**src/rtl/memory_access_sequencer.sv**
```systemverilog
// Memory access sequencer: single-word read/write sequencing between the MAR/MDR
// and the memory chip, with programmable wait states, ready handshake and timeout.
module memory_access_sequencer #(
  parameter int unsigned ADDR_W      = 32,
  parameter int unsigned DATA_W      = 32,
  parameter int unsigned WAIT_STATES = 1,
  parameter int unsigned TIMEOUT     = 15
) (
  input  logic              clock,
  input  logic              clear,
  input  logic              rd_req,
  input  logic              wr_req,
  input  logic [ADDR_W-1:0] mar_addr,
  input  logic [DATA_W-1:0] mdr_wdata,
  input  logic [DATA_W-1:0] mem_rdata,
  input  logic              mem_ready,
  output logic [ADDR_W-1:0] mem_addr,
  output logic [DATA_W-1:0] mem_wdata,
  output logic              mem_rd,
  output logic              mem_wr,
  output logic [DATA_W-1:0] Mdatain,
  output logic              MDR_load,
  output logic              busy,
  output logic              done,
  output logic              err
);

  localparam int unsigned CNT_W = $clog2(TIMEOUT + 1);

  typedef enum logic [1:0] {
    IDLE   = 2'd0,
    ACCESS = 2'd1,
    DONE   = 2'd2
  } state_t;

  state_t            state, state_nxt;
  logic [CNT_W-1:0]  cnt, cnt_nxt;
  logic              op_rd, op_rd_nxt;
  logic [ADDR_W-1:0] mem_addr_nxt;
  logic [DATA_W-1:0] mem_wdata_nxt;
  logic [DATA_W-1:0] mdatain_nxt;
  logic              mem_rd_nxt, mem_wr_nxt, mdr_load_nxt;
  logic              busy_nxt, done_nxt, err_nxt;

  logic req, ready_ok, timed_out;

  // Completion and timeout qualifiers for the current ACCESS cycle
  assign req       = rd_req | wr_req;
  assign ready_ok  = (cnt >= CNT_W'(WAIT_STATES)) && mem_ready;
  assign timed_out = (cnt == CNT_W'(TIMEOUT)) && !mem_ready;

  // State, counter and registered outputs
  always_ff @(posedge clock or posedge clear) begin
    if (clear) begin
      state     <= IDLE;
      cnt       <= '0;
      op_rd     <= 1'b0;
      mem_addr  <= '0;
      mem_wdata <= '0;
      mem_rd    <= 1'b0;
      mem_wr    <= 1'b0;
      Mdatain   <= '0;
      MDR_load  <= 1'b0;
      busy      <= 1'b0;
      done      <= 1'b0;
      err       <= 1'b0;
    end else begin
      state     <= state_nxt;
      cnt       <= cnt_nxt;
      op_rd     <= op_rd_nxt;
      mem_addr  <= mem_addr_nxt;
      mem_wdata <= mem_wdata_nxt;
      mem_rd    <= mem_rd_nxt;
      mem_wr    <= mem_wr_nxt;
      Mdatain   <= mdatain_nxt;
      MDR_load  <= mdr_load_nxt;
      busy      <= busy_nxt;
      done      <= done_nxt;
      err       <= err_nxt;
    end
  end

  // Next-state logic
  always_comb begin
    state_nxt = state;
    case (state)
      IDLE:    if (req) state_nxt = ACCESS;
      ACCESS:  if (ready_ok || timed_out) state_nxt = DONE;
      DONE:    state_nxt = IDLE;
      default: state_nxt = IDLE;
    endcase
  end

  // Next values of the registered outputs; strobes and pulses default low
  always_comb begin
    cnt_nxt       = cnt;
    op_rd_nxt     = op_rd;
    mem_addr_nxt  = mem_addr;
    mem_wdata_nxt = mem_wdata;
    mdatain_nxt   = Mdatain;
    mem_rd_nxt    = 1'b0;
    mem_wr_nxt    = 1'b0;
    mdr_load_nxt  = 1'b0;
    busy_nxt      = 1'b0;
    done_nxt      = 1'b0;
    err_nxt       = 1'b0;
    case (state)
      IDLE: begin
        if (req) begin
          mem_addr_nxt = mar_addr;
          op_rd_nxt    = rd_req;
          if (!rd_req) mem_wdata_nxt = mdr_wdata;
          cnt_nxt      = '0;
          mem_rd_nxt   = rd_req;
          mem_wr_nxt   = !rd_req;
          busy_nxt     = 1'b1;
        end
      end
      ACCESS: begin
        busy_nxt = 1'b1;
        if (ready_ok) begin
          done_nxt = 1'b1;
          if (op_rd) begin
            mdatain_nxt  = mem_rdata;
            mdr_load_nxt = 1'b1;
          end
        end else if (timed_out) begin
          done_nxt = 1'b1;
          err_nxt  = 1'b1;
        end else begin
          mem_rd_nxt = op_rd;
          mem_wr_nxt = !op_rd;
          if (cnt != CNT_W'(TIMEOUT)) cnt_nxt = cnt + CNT_W'(1);
        end
      end
      default: ;
    endcase
  end

endmodule

```
**config.mk**
```make
export PLATFORM = sky130hd
export DESIGN_NAME = memory_access_sequencer
export DESIGN_NICKNAME = d
export VERILOG_FILES = /design/src/rtl/memory_access_sequencer.sv
export SDC_FILE = /design/constraint.sdc
export NUM_CORES = 1
export LEC_CHECK = 0
export CAP_MARGIN = 40
export CORE_MARGIN = 10
export CORE_UTILIZATION = 41
export DETAILED_ROUTE_END_ITERATION = 10
export HOLD_SLACK_MARGIN = 0.08
export PLACE_DENSITY = 0.8
export SETUP_SLACK_MARGIN = 0.02
export SLEW_MARGIN = 20
export SYNTH_ARGS = -nofsm -noshare
export SYNTH_HDL_FRONTEND = slang
export SYNTH_SLANG_ARGS = --single-unit
```
**constraint.sdc**
```tcl
create_clock -name clock -period 4.9 [get_ports clock]
set_input_delay 0.735 -clock clock [delete_from_list [all_inputs] [get_ports clock]]
set_output_delay 0.735 -clock clock [all_outputs]
set_load 0.01 [all_outputs]
```
==> impl_metrics.tcl <==
set metrics [dict create \
    status "finished, final reports clean" \
    clkSinkCount 109 \
    drt_iter0_drc 151 \
    clk_latency_ns 0.35 \
    core_um2 10300 \
    drv_slew 0 \
    port_buffers 202 \
    clockRootBuffer "clkbuf_8" \
    final_cell_mix "clkdlybuf4s50_1, dfrtp_1, mux2_2" \
    post-route-util_pct 64.9 \
    dieArea_um2 15200 \
    p_sw_share_pct 31.6 \
    wl_per_cell_um 19.7 \
    drt_pass1_iterations 4 \
    vias_per_cell 4.82 \
    grt_pass1_wl_um 18000 \
    drt_wl_total_um 12100 \
    max-slew-margin-rel_pct 60.7 \
    max_freq_mhz 427 \
    wl_met1_um 4900 \
    rsz0062_at_grt "false" \
    power_frac_clock_pct 12.3 \
    synthAdderAreaFrac_pct 0.861 \
    cap_violations 0 \
    multi_input_comb_area_um2 1500 \
    seq_area_um2 2730 \
    tightest_slew_ns 0.589 \
    intPower_mw 2.88 \
    highest_layer "met4" \
    critPathCaptureType "register" \
    vias 2947 \
    synth.net_count 369 \
    ir_drop_uv 282 \
    ys_seq_elements 109 \
    pwr-share-seq_pct 38.3 \
    post_cts_buffers 0 \
    layout_commonest_cell "clkdlybuf4s50_1" \
    wl_met2_um 5500 \
    initial_core_util_pct 42.2 \
    final-setup-viol-count 0 \
    cts.path.max_buffers 2 \
    grt_pass1_vias 3285 \
    fin_ws_ns 2.56 \
    critPathMaxFanout 21 \
    dp_slack_ns 2.18 \
    synthSimpleGateAreaFrac_pct 4.45 \
    crit_required_ns 5.13 \
    holdPathStages 1 \
    synth_xor_area_share_pct 0 \
    fp-row-count 37 \
    synth-compound-area-share_pct 2.38 \
    drive_above_1_share_pct 20.0 \
    worst_ep_arrival_time_ns 2.57 \
    nNetsFinal 575 \
    combPwrFrac_pct 49.5 \
    die_h_um 123 \
    period_share_pct 47.8 \
    gp_congestion 0.871 \
    reg2regPathDepth 6 \
    placed_cells 596 \
    clock_skew_ns 0.00696 \
    synth_edf_count 0 \
    async_flop_share_pct 100 \
    power_leakage_nw 2.79 \
    route.detailed.drc 0 \
    cts_tree "yes" \
    muxShareOfSynthArea_pct 26.7 \
    synth_warnings 0 \
    synth_top_family_by_area "multiplexers" \
    drtAntennaViolNets 0 \
    ys_types 36 \
    grt_overflow 0 \
    htreeDepth 3 \
    cellPowerDensity_nw_per_um2 628 \
    fin_setup_tns_ns 0 \
    fillCellCount 752 \
    post_cts_resized 0 \
    grt.total_usage_pct 15.2 \
    antenna_cells 0 \
    grt_max_degree 52 \
    finalHoldViolCount 0 \
    hpwl_um 9470 \
    cts_hold_buf 0 \
    path_clk_slew_ns 0.10 \
    hp-class "register to register" \
    final_cell_count_no_fill 611 \
    avgSynthCellArea_um2 16.5 \
    startpoint_type "input port" \
    antenna_found_initial 0 \
    die-width_um 123 \
    min_period_ns 2.34 \
    syn_area_um2 4360 \
    worst-setup-path-type "input port to register" \
    switching_power_mw 1.33 \
    ios 203 \
    synth_seq_area_share_pct 62.6 \
    syn_to_final_growth_pct 53.7 \
    ys.flop_type "dfrtp_1" \
    syn_inst 265 \
    wl_met3_um 1480 \
    cts_buffers 9 \
]
[through the flow]
stage	cell area, µm²	hold slack (ns)	power, mW
floorplan	4360	0.487	2.60
global placement	6460	0.467	3.66
detailed placement	6520	0.476	3.75
CTS	6700	0.497	4.28
global route	6700	0.513	4.46
finish	6700	0.494	4.21
[critical path, cell delays in order]
cell and delay, ns:
clkdlybuf4s50_1 0.49, or3b_4 0.41, nor2_4 0.36, buf_16 0.22, mux2_1 0.34
[cell families (layout without fill, tap and decap cells)]
family,after synthesis,count (layout)
mux,97,97
compound gates,13,13
buf+inv,17,227
simple gates,26,26
fa+ha+maj,3,3
flops,109,109
[state kept, by name, summed over array words and instances (netlist names)]
signal     cells
MDR_load       1
Mdatain       32
busy           1
cnt            4
done           1
err            1
mem_addr      32
mem_rd         1
mem_wdata     32
mem_wr         1
op_rd          1
state          2
[cells in the mapped netlist, types with 2 or more instances]
cell / n / area [µm²]
dfrtp_1: 109 / 2730
mux2_2: 46 / 518
mux2_1: 30 / 338
mux2_4: 20 / 300
buf_6: 8 / 90.1
nor2_1: 6 / 22.5
inv_1: 5 / 18.8
buf_2: 3 / 15.0
ha_1: 3 / 37.5
nand2_1: 3 / 11.3
nand3_1: 3 / 15.0
a22o_1: 2 / 17.5
nor3_1: 2 / 10.0
nor3_4: 2 / 32.5
o31ai_1: 2 / 15.0
[power groups by stage]
stage               sequential, mW  clock (mW)  combinational [mW]
detailed placement            1.63           0                2.12
finish                        1.61       0.516                2.08
global placement              1.61           0                2.05
global route                  1.67       0.577                2.22
CTS                           1.62       0.539                2.13
floorplan                     1.78           0               0.815
[final cells by class]
class	count	area share [%]
Clock inverter	4	0.747
Clock buffer	11	1.96
Inverter	5	0.317
Tap cell	136	2.54
Multi-Input combinational cell	139	22.4
Timing Repair Buffer	207	31.3
Sequential cell	109	40.7
[final timing paths]
kind	from	endpoint	slack (ns)
hold / removal	mem_wdata[22]$_DFFE_PP0P_	mem_wdata[22]$_DFFE_PP0P_	0.49
setup / recovery	wr_req	mem_wdata[1]$_DFFE_PP0P_	2.56
min in group asynchronous	clear	Mdatain[28]$_DFFE_PP0P_	0.70
hold reg to reg	mem_wdata[22]$_DFFE_PP0P_	mem_wdata[22]$_DFFE_PP0P_	0.49
setup reg to reg	cnt[0]$_DFFE_PP0P_	Mdatain[30]$_DFFE_PP0P_	2.81
max in group asynchronous	clear	mem_wdata[5]$_DFFE_PP0P_	3.12
[layer usage]
metal  vias to the layer above  global-route usage (%)
met1                      1436                    17.4
met2                       146                    24.6
li1                       1351                       -
met4                         0                    5.02
met3                        14                    7.06
met5                         -                       0
Note: power is estimated with default switching activity, not from simulation.
